<file path="config.mk">
export PLATFORM = sky130hd
export DESIGN_NAME = branch_resolve_unit_flat
export DESIGN_NICKNAME = d
export VERILOG_FILES = /design/src/rtl/branch_resolve_unit_if.sv /design/src/rtl/branch_resolve_unit.sv /design/src/flat_wrapper.sv
export SDC_FILE = /design/constraint.sdc
export NUM_CORES = 1
export LEC_CHECK = 0
export BUFFER_PORTS_ARGS = -buffer_cell sky130_fd_sc_hd__buf_2
export CAP_MARGIN = 25
export CORE_MARGIN = 2
export CORE_UTILIZATION = 50
export CTS_CLUSTER_DIAMETER = 150
export DETAILED_ROUTE_END_ITERATION = 16
export PLACE_DENSITY_LB_ADDON = 0.12
export SKIP_LAST_GASP = 1
export SYNTH_ARGS = -nofsm -noshare
export SYNTH_HDL_FRONTEND = slang
export SYNTH_SLANG_ARGS = --single-unit
export TNS_END_PERCENT = 1
</file>
<file path="constraint.sdc">
create_clock -name clk -period 4.71 [get_ports clk]
set_clock_uncertainty 0.1 [all_clocks]
set_input_delay 0.942 -clock clk [delete_from_list [all_inputs] [get_ports clk]]
set_output_delay 0.942 -clock clk [all_outputs]
set_load 0.03 [all_outputs]
</file>
<file path="src/rtl/branch_resolve_unit_if.sv">
// Request/result bundle between the execute stage and the branch resolve unit.
// The master side issues branch requests; the slave side returns resolved results and counters.
interface branch_resolve_unit_if #(
  parameter int XLEN  = 32,
  parameter int CNT_W = 16
);
  logic             in_valid;
  logic             stall;
  logic             flush;
  logic [2:0]       funct3;
  logic [XLEN-1:0]  rs1_data;
  logic [XLEN-1:0]  rs2_data;
  logic [XLEN-1:0]  pc;
  logic [XLEN-1:0]  imm;

  logic             out_valid;
  logic             taken;
  logic [XLEN-1:0]  target;
  logic             breq;
  logic             brlt;
  logic             illegal;
  logic [CNT_W-1:0] br_count;
  logic [CNT_W-1:0] taken_count;

  modport master (
    output in_valid, stall, flush, funct3, rs1_data, rs2_data, pc, imm,
    input  out_valid, taken, target, breq, brlt, illegal, br_count, taken_count
  );

  modport slave (
    input  in_valid, stall, flush, funct3, rs1_data, rs2_data, pc, imm,
    output out_valid, taken, target, breq, brlt, illegal, br_count, taken_count
  );
endinterface

</file>
<file path="src/rtl/branch_resolve_unit.sv">
// RV32I conditional-branch resolver: compare, condition decode, target add, 1- or 2-deep
// pipeline with stall/flush, plus saturating retired-branch and taken-branch counters.
module branch_resolve_unit #(
  parameter int XLEN    = 32,
  parameter int LATENCY = 1,
  parameter int CNT_W   = 16
) (
  input  logic                 clk,
  input  logic                 rst,
  branch_resolve_unit_if.slave bus
);

  // Operands feeding the compare logic: either the raw inputs or the stage-1 copy
  logic            c_valid;
  logic [2:0]      c_funct3;
  logic [XLEN-1:0] c_rs1;
  logic [XLEN-1:0] c_rs2;
  logic [XLEN-1:0] c_pc;
  logic [XLEN-1:0] c_imm;

  generate
    if (LATENCY == 2) begin : g_stage1
      logic            s1_valid_reg;
      logic [2:0]      s1_funct3_reg;
      logic [XLEN-1:0] s1_rs1_reg;
      logic [XLEN-1:0] s1_rs2_reg;
      logic [XLEN-1:0] s1_pc_reg;
      logic [XLEN-1:0] s1_imm_reg;

      always_ff @(posedge clk) begin
        if (rst) begin
          s1_valid_reg <= 1'b0;
        end else if (bus.flush) begin
          s1_valid_reg <= 1'b0;
        end else if (!bus.stall) begin
          s1_valid_reg <= bus.in_valid;
        end
      end

      // Payload needs no reset: it is only observed behind s1_valid_reg
      always_ff @(posedge clk) begin
        if (!bus.stall) begin
          s1_funct3_reg <= bus.funct3;
          s1_rs1_reg    <= bus.rs1_data;
          s1_rs2_reg    <= bus.rs2_data;
          s1_pc_reg     <= bus.pc;
          s1_imm_reg    <= bus.imm;
        end
      end

      assign c_valid  = s1_valid_reg;
      assign c_funct3 = s1_funct3_reg;
      assign c_rs1    = s1_rs1_reg;
      assign c_rs2    = s1_rs2_reg;
      assign c_pc     = s1_pc_reg;
      assign c_imm    = s1_imm_reg;
    end else begin : g_direct
      assign c_valid  = bus.in_valid;
      assign c_funct3 = bus.funct3;
      assign c_rs1    = bus.rs1_data;
      assign c_rs2    = bus.rs2_data;
      assign c_pc     = bus.pc;
      assign c_imm    = bus.imm;
    end
  endgenerate

  logic            eq_next;
  logic            lt_next;
  logic            cond_next;
  logic            illegal_next;
  logic            taken_next;
  logic [XLEN-1:0] target_next;

  always_comb begin
    eq_next      = (c_rs1 == c_rs2);
    // funct3[1] selects the unsigned flavour (BLTU/BGEU)
    lt_next      = c_funct3[1] ? (c_rs1 < c_rs2) : ($signed(c_rs1) < $signed(c_rs2));
    illegal_next = (c_funct3[2:1] == 2'b01);
    cond_next    = 1'b0;
    case (c_funct3)
      3'b000:         cond_next = eq_next;
      3'b001:         cond_next = !eq_next;
      3'b100, 3'b110: cond_next = lt_next;
      3'b101, 3'b111: cond_next = !lt_next;
      default:        cond_next = 1'b0;
    endcase
    taken_next  = cond_next & ~illegal_next;
    target_next = c_pc + c_imm;
  end

  logic            valid_reg;
  logic            taken_reg;
  logic            breq_reg;
  logic            brlt_reg;
  logic            illegal_reg;
  logic [XLEN-1:0] target_reg;

  always_ff @(posedge clk) begin
    if (rst) begin
      valid_reg   <= 1'b0;
      taken_reg   <= 1'b0;
      breq_reg    <= 1'b0;
      brlt_reg    <= 1'b0;
      illegal_reg <= 1'b0;
      target_reg  <= '0;
    end else if (bus.flush) begin
      valid_reg   <= 1'b0;
    end else if (!bus.stall) begin
      valid_reg   <= c_valid;
      taken_reg   <= taken_next;
      breq_reg    <= eq_next;
      brlt_reg    <= lt_next;
      illegal_reg <= illegal_next;
      target_reg  <= target_next;
    end
  end

  // A result retires on any edge where it is presented and not stalled
  logic             retire;
  logic [1:0]       cnt_hit;
  logic [CNT_W-1:0] cnt_val [2];

  assign retire  = valid_reg & ~bus.stall;
  assign cnt_hit = {retire & taken_reg, retire};

  genvar gi;
  generate
    for (gi = 0; gi < 2; gi++) begin : g_cnt
      logic [CNT_W-1:0] cnt_reg;

      always_ff @(posedge clk) begin
        if (rst) begin
          cnt_reg <= '0;
        end else if (cnt_hit[gi] && (cnt_reg != {CNT_W{1'b1}})) begin
          cnt_reg <= cnt_reg + CNT_W'(1);
        end
      end

      assign cnt_val[gi] = cnt_reg;
    end
  endgenerate

  assign bus.out_valid   = valid_reg;
  assign bus.taken       = taken_reg;
  assign bus.target      = target_reg;
  assign bus.breq        = breq_reg;
  assign bus.brlt        = brlt_reg;
  assign bus.illegal     = illegal_reg;
  assign bus.br_count    = cnt_val[0];
  assign bus.taken_count = cnt_val[1];

endmodule

</file>
<file path="src/flat_wrapper.sv">
// flat-port wrapper written by rule: the top's interface ports become plain ports
module branch_resolve_unit_flat 
#(
  parameter int XLEN    = 32,
  parameter int LATENCY = 1,
  parameter int CNT_W   = 16
)
  (clk, rst, bus_in_valid, bus_stall, bus_flush, bus_funct3, bus_rs1_data, bus_rs2_data, bus_pc, bus_imm, bus_out_valid, bus_taken, bus_target, bus_breq, bus_brlt, bus_illegal, bus_br_count, bus_taken_count);
  branch_resolve_unit_if #(.XLEN(XLEN), .CNT_W(CNT_W)) bus_i ();
  input  logic clk;
  input  logic rst;
  input wire logic [$bits(bus_i.in_valid)-1:0] bus_in_valid;
  input wire logic [$bits(bus_i.stall)-1:0] bus_stall;
  input wire logic [$bits(bus_i.flush)-1:0] bus_flush;
  input wire logic [$bits(bus_i.funct3)-1:0] bus_funct3;
  input wire logic [$bits(bus_i.rs1_data)-1:0] bus_rs1_data;
  input wire logic [$bits(bus_i.rs2_data)-1:0] bus_rs2_data;
  input wire logic [$bits(bus_i.pc)-1:0] bus_pc;
  input wire logic [$bits(bus_i.imm)-1:0] bus_imm;
  output wire logic [$bits(bus_i.out_valid)-1:0] bus_out_valid;
  output wire logic [$bits(bus_i.taken)-1:0] bus_taken;
  output wire logic [$bits(bus_i.target)-1:0] bus_target;
  output wire logic [$bits(bus_i.breq)-1:0] bus_breq;
  output wire logic [$bits(bus_i.brlt)-1:0] bus_brlt;
  output wire logic [$bits(bus_i.illegal)-1:0] bus_illegal;
  output wire logic [$bits(bus_i.br_count)-1:0] bus_br_count;
  output wire logic [$bits(bus_i.taken_count)-1:0] bus_taken_count;
  assign bus_i.in_valid = bus_in_valid;
  assign bus_i.stall = bus_stall;
  assign bus_i.flush = bus_flush;
  assign bus_i.funct3 = bus_funct3;
  assign bus_i.rs1_data = bus_rs1_data;
  assign bus_i.rs2_data = bus_rs2_data;
  assign bus_i.pc = bus_pc;
  assign bus_i.imm = bus_imm;
  assign bus_out_valid = bus_i.out_valid;
  assign bus_taken = bus_i.taken;
  assign bus_target = bus_i.target;
  assign bus_breq = bus_i.breq;
  assign bus_brlt = bus_i.brlt;
  assign bus_illegal = bus_i.illegal;
  assign bus_br_count = bus_i.br_count;
  assign bus_taken_count = bus_i.taken_count;
  branch_resolve_unit #(.XLEN(XLEN), .LATENCY(LATENCY), .CNT_W(CNT_W)) u_core (.clk(clk), .rst(rst), .bus(bus_i));
endmodule
</file>
==> results by group, run 1 <==
Run status
  – Status: finished clean

Final layout
  – Layout cell share with drive strength beyond 1: between 20 and 30%
  – N_diodes: 0
  – Fillers: around 870
  – Max reg flops: 32
  – Final net count: 1032
  – Synthesis-to-layout area growth: 26.5%

CTS
  – CTS sink cnt: about 70
  – Root buffer selected by CTS: clkbuf_8
  – H-tree depth: 3
  – CTS tree: yes
  – Post-CTS Hold Fix Bufs: 0
  – Clock transition at path regs: ~0.080 ns
  – Max clock buf depth: 2
  – Number of instances resized during post-cts repair: 0
  – Post-CTS setup buffer count: 0
  – Num CTS Buffers: 9
  – Clk Latency, worst-skew pair: 0.36 ns

Detailed routing
  – DRT Pass-1 Iters: 4
  – Starting DRC count in detailed routing: between 150 and 200
  – DRC Markers: 0
  – DR WL/cell: between 10 and 15 um
  – Detailed-route wire length: around 14 mm
  – Vias/cell: roughly 5.4
  – Via Count: around 5.3k
  – Post-DRT Antenna Nets: 0

Timing
  – Slew HR: a little under half
  – Setup_tns: 0 ns
  – RSZ-0062 raised after global routing: no
  – Fmax: just under 300 MHz
  – Slew Limit Fails: 0
  – Worst slew pin tran: 0.804 ns
  – Setup WS post-layout: between 1 and 1.5 ns
  – Endpoints failing setup: 0
  – Final worst path period need: ~3.4 ns
  – Final hold vios: 0
  – Crit share post-route: approximately three quarters

Floorplanning
  – Core area: 9860 um2
  – Chip width: between 100 and 150 um
  – Cell row count: 36
  – Die area: around 11000 um2
  – Ports: ~200
  – Initial core utilization: around half
  – Chip height: ~110 um

Worst setup path
  – Worst R2R Path Depth: 9
  – Type of origin of the critical path: primary input
  – R2R Setup Slk: 2.26 ns
  – WP data required: about 4.9 ns
  – Worst EP arrival: between 3 and 4 ns
  – Worst r2r src: u_core.bus.taken_count[8]
  – Crit Path Class: primary input to flip-flop
  – Setup crit end kind: flip-flop
  – Critical Path Fanout Max: 4
  – Reg2reg end: u_core.bus.taken_count[15]

Logic synthesis
  – Yosys top cell area share: 27.0%
  – Post-synthesis mux area share: approximately 1.2%
  – Synth unique cells: 60
  – Top_reg_cell synth: dfxtp_1
  – EDFF count, synth: 0
  – XOR/XNOR share of the synthesized area: between 8 and 9%
  – Post-synthesis compound-gate area fraction: between 20% and 30%
  – Combinational family with the most area after synthesis: compound AO/OA/AOI/OAI gates
  – Area share of fa/ha/maj cells after synthesis: 16.3%
  – Syn Area/Cell: slightly above 8 um2
  – Most instantiated cells after synthesis: dfxtp_1 (69), nand2_1 (66), ha_1 (65)
  – Yosys warns: 0
  – Async S/R FF share, synth: 0%
  – Top post-synthesis cells by area: dfxtp_1 (27%), ha_1 (16%), a21oi_1 (5.9%)
  – Most frequent cell after synthesis: dfxtp_1
  – Synthesized instance count: between 600 and 700
  – Synthesized Nets: between 800 and 900
  – Post-synthesis sequential area ratio: 27.0%
  – Synth Area in Simple Gates: between 20% and 30%
  – Synth Register Bits: 69
  – Synth Cell Area: between 5000 and 6000 um2
  – Yosys top cell by area: dfxtp_1

GRT
  – Number of global-route vias before repair: just over 5k
  – Total track usage: between 20% and 30%
  – Initial antenna violation count: 0
  – Largest net degree at the start of global routing: 49
  – First-pass GRT wire length: ~23 mm
  – Grt total ovfl: 0

Hold path
  – Worst hold path type: flip-flop to flip-flop
  – Hold depth: 2
  – Min-delay src: u_core.bus.target[25]
  – Endpoint, Worst Hold: u_core.bus.target[25]

Power
  – Part of the power in registers: between 30% and 40%
  – Max rail drop VDD: ~110 uV
  – Internal power: 0.00107 W
  – Combinational Power Share: between 20% and 30%
  – Sw Share: approximately 34%
  – Part of the power in the clock network: around a third
  – Pleak: between 3 and 4 nW
  – NetSw: roughly 0.00054 W
  – PwrDens: roughly 250 nW/um2

Placement
  – IO Port Bufs: roughly 200
  – Dpl ws: just under 1 ns
  – Gpl congestion: around 0.86
  – Final HPWL DP: around 11 mm

Flow run
  – Max-Cap Viols: 0
==> final cells by class <==
cell class	count	area [um2]	area share [%]
Multi-Input combinational cell	503	3520	54.5
Sequential cell	69	1380	21.3
Timing Repair Buffer	206	1040	16.0
Tap cell	133	166	2.57
Inverter	41	154	2.38
Clock buffer	10	138	2.13
Clock inverter	6	70.1	1.08
==> kinds of logic (layout without fill, tap and decap cells) <==
family / after synthesis / in the layout
AO/OA/AOI/OAI: 162 / 162
XOR/XNOR: 50 / 50
adder cells (fa/ha/maj): 66 / 66
buffers and inverters: 56 / 263
flip-flops: 69 / 69
multiplexers: 6 / 6
AND/OR/NAND/NOR: 219 / 219
==> per-layer routing <==
layer  up-vias  wire (um)  track usage [%]
met1      2416       5590             27.8
met4         0        320             9.43
met5         -          0                0
li1       2645          -                -
met3        27        941             5.80
met2       177       6760             45.5
==> metrics by stage <==
stage | total power (W) | hold slack, ns | cell area (um2) | utilization [%] | std cells
2_1_floorplan | 0.000962 | 0.480 | 5110 | - | 628
3_3_place_gp | 0.00110 | 0.336 | 6260 | 63.5 | 952
3_5_place_dp | 0.00111 | 0.342 | 6260 | 63.5 | 952
4_1_cts | 0.00163 | 0.353 | 6470 | 65.6 | 968
5_1_grt | 0.00171 | 0.373 | 6470 | 65.6 | 968
6_report | 0.00162 | 0.350 | 6470 | 65.6 | 968
==> power groups by stage <==
stage | clock network, W | registers [W] | logic, W
floorplan | 0 | 0.000676 | 0.000287
global placement | 0 | 0.000632 | 0.000466
detailed placement | 0 | 0.000633 | 0.000479
CTS | 0.000527 | 0.000619 | 0.000482
global route | 0.000555 | 0.000622 | 0.000535
finish | 0.000515 | 0.000619 | 0.000483
==> critical path: stages <==
cell and delay (ns):
buf_2 0.08, ha_1 0.19, inv_1 0.07, fa_1 0.38, nand2b_1 0.19, a21oi_1 0.32, o211ai_1 0.16, nand3b_1 0.17
a31oi_1 0.18, o21ai_1 0.27, a31oi_1 0.14, and4_1 0.23, a311o_1 0.26
==> placed cells by master, fill, tap and decap left out, types with 21 or more instances in the layout <==
master     n
a21oi_1   60
buf_2    204
dfxtp_1   69
ha_1      65
inv_1     41
nand2_1   66
nor2_1    58
o21ai_0   22
xnor2_1   21
xor2_1    29
==> worst max path at each step <==
stage	slack (ns)	endpoint	from
2_1_floorplan	1.35	u_core.bus.target[29]	bus_imm[12]
3_3_place_gp	1.09	u_core.bus.target[24]	bus_imm[0]
3_5_place_dp	0.98	u_core.bus.target[24]	bus_imm[0]
4_1_cts	1.33	u_core.bus.target[24]	bus_imm[0]
5_1_grt	1.17	u_core.bus.target[24]	bus_imm[0]
6_report	1.27	u_core.bus.target[24]	bus_imm[0]
(Power assumes the default switching activity.)
==> run 2: changes to the inputs <==
Settings changed: CORE_UTILIZATION 50 to 45.
Clock period 4.71 ns to 3.05 ns, I/O delays scaled along.
==> run 2 against run 1 <==
Effect of this change: combinational power grew 73%; critical endpoint is now u_core.bus.target[29]; register-to-register slack got worse by 1.7 ns; critical path depth shrank 2; worst setup slack worse by 1.1 ns; via count rose by 2.9%; non-clock buffer count increased by 51; count of clock-buffer cells in the layout grew 1; cell count increased by 6.0%; clock power up 130%.
==> results by group, run 2 (synthesized netlist as in run 1, its figures left out) <==
Run status
  – Status: finished clean

Detailed routing
  – DRT Pass-1 Iters: 4
  – DR WL/cell: 13.6 um
  – Detailed-route wire length: 14.0 mm
  – Starting DRC count in detailed routing: ~260
  – DRC Markers: 0
  – Vias/cell: around 5.3
  – Via Count: about 5.4k
  – Post-DRT Antenna Nets: 0

Timing
  – Setup_tns: 0 ns
  – Endpoints failing setup: 0
  – RSZ-0062 raised after global routing: yes
  – Fmax: about 340 MHz
  – Final hold vios: 0
  – Final worst path period need: 2.92 ns
  – Slew HR: 55.0%
  – Crit share post-route: about 96%
  – Slew Limit Fails: 0
  – Worst slew pin tran: between 0.6 and 0.7 ns

GRT
  – Grt total ovfl: 0
  – First-pass GRT wire length: ~24 mm
  – Largest net degree at the start of global routing: 38
  – Number of global-route vias before repair: approximately 5.3k
  – Initial antenna violation count: 0
  – Total track usage: between 20 and 25%

Worst setup path
  – Worst path max stage delay: just under 0.4 ns
  – Setup crit end kind: flip-flop
  – Type of origin of the critical path: primary input
  – CP startpoint: bus_imm[1]
  – Worst r2r src: u_core.bus.taken_count[7]
  – Worst EP arrival: 3.04 ns
  – Crit Path Class: primary input to flip-flop
  – Critical path endpoint: u_core.bus.target[29]
  – R2R Setup Slk: between 0.6 and 0.7 ns
  – Critical Path Fanout Max: 3
  – Worst R2R Path Depth: 9
  – Reg2reg end: u_core.bus.taken_count[15]
  – WP data required: between 3 and 4 ns
  – Crit path cell chain: buf_2 > ha_1 > a211oi_2 > o21bai_1 > o211ai_2 > o31ai_4 > a2111oi_4 > o31ai_4 > a21o_1 > a2111oi_4 > a211oi_2
  – Critical path's slowest cell: a2111oi_4

CTS
  – CTS sink cnt: 69
  – Clock transition at path regs: roughly 0.060 ns
  – Root buffer selected by CTS: clkbuf_16
  – Post-CTS Hold Fix Bufs: 0
  – Max clock buf depth: 2
  – H-tree depth: 3
  – CTS tree: yes
  – Clk Latency, worst-skew pair: around 0.34 ns
  – Num CTS Buffers: 9

Placement
  – # placed instances: between 1k and 1.5k
  – Final HPWL DP: 11.3 mm
  – Gpl congestion: slightly below 0.9
  – IO Port Bufs: between 200 and 250

Final layout
  – Post-Layout Cell Count: 1026
  – Fillers: 950
  – Most frequent cells in the layout: buf_2 (204), dfxtp_1 (69), nand2_1 (66)
  – Area occupied by multi-input gates: around 3500 um2
  – Synthesis-to-layout area growth: 36.9%
  – Final net count: around 1.1k
  – Final Core Density: a little under two thirds
  – Layout cell share with drive strength beyond 1: around a third
  – Max reg flops: 32
  – Most common cell after layout, fill and taps aside: buf_2
  – N_diodes: 0
  – Register area: about 1400 um2

Flow run
  – Max-Cap Viols: 0

Power
  – Pleak: 3.53 nW
  – Max rail drop VDD: between 400 and 500 uV
  – PwrDens: 423 nW/um2

Floorplanning
  – Initial core utilization: between 40% and 50%
  – Ports: 205
  – Chip height: between 100 and 150 um
  – Chip width: approximately 110 um
  – Die area: ~12000 um2
  – Cell row count: 38
  – Core area: 11000 um2

Hold path
  – Worst hold path type: flip-flop to flip-flop
[run 2: cell count changes in the layout (fill, tap and decap cells not counted), moves of 2 or more]
cell,before,now
a21oi_1,60,58
a21oi_2,0,2
buf_4,2,53
clkbuf_16,0,9
clkbuf_8,10,2
clkinvlp_4,3,1
[run 2: through the flow]
stage | cell area [um2] | total power, W | hold WS (ns) | setup slack (ns)
finish | 7000 | 0.00296 | 0.347 | 0.131
global route | 7000 | 0.00312 | 0.372 | -0.0321
CTS | 6970 | 0.00298 | 0.348 | 0.0379
detailed placement | 6640 | 0.00180 | 0.340 | -0.309
global placement | 6640 | 0.00178 | 0.338 | -0.199
floorplan | 5110 | 0.00149 | 0.480 | 0.0225
[run 2: critical path, delay by kind of cell]
family | cells | cell delay [ns]
AO/OA/AOI/OAI | 9 | 1.98
adder cells (fa/ha/maj) | 1 | 0.31
buffers and inverters | 1 | 0.11
[run 2: repair_timing]
| item | in CTS | in global routing |
|---|---|---|
| endpoints found under the setup margin | 0 | 7 |
| gates resized for setup | 0 | 3 |
| buffers inserted | 0 | 2 |
[run 2: layer usage]
layer  global-route usage (%)  routed length (um)
met5                        0                   0
met4                     8.58                 399
met3                     4.72                 673
met2                     39.8                6790
met1                     27.9                6110
[run 2: final cells by class]
cell class              instances  share of cell area, %
repair buffers                257                   20.3
well taps                     140                   2.50
flip-flops and latches         69                   19.7
multi-input cells             503                   50.5
clock buffers                  11                   3.61
inverters                      41                   2.20
clock inverters                 5                   1.16
[run 2: worst min path at each step]
| stage | depth (start not counted) | slack [ns] | endpoint | start |
|---|---|---|---|---|
| 6_report | 2 | 0.35 | u_core.bus.target[2] | u_core.bus.target[2] |
| 5_1_grt | 2 | 0.37 | u_core.bus.target[25] | u_core.bus.target[25] |
| 4_1_cts | 2 | 0.35 | u_core.bus.target[2] | u_core.bus.target[2] |
| 3_5_place_dp | 2 | 0.34 | u_core.bus.target[2] | u_core.bus.target[2] |
| 3_3_place_gp | 2 | 0.34 | u_core.bus.illegal | u_core.bus.illegal |
| 2_1_floorplan | 2 | 0.48 | u_core.bus.target[10] | u_core.bus.target[10] |
[run 2: report_power, final]
part           switching, W  internal, W
registers         0.0000198     0.000937
logic              0.000449     0.000387
clock network      0.000405     0.000761
total              0.000874      0.00209
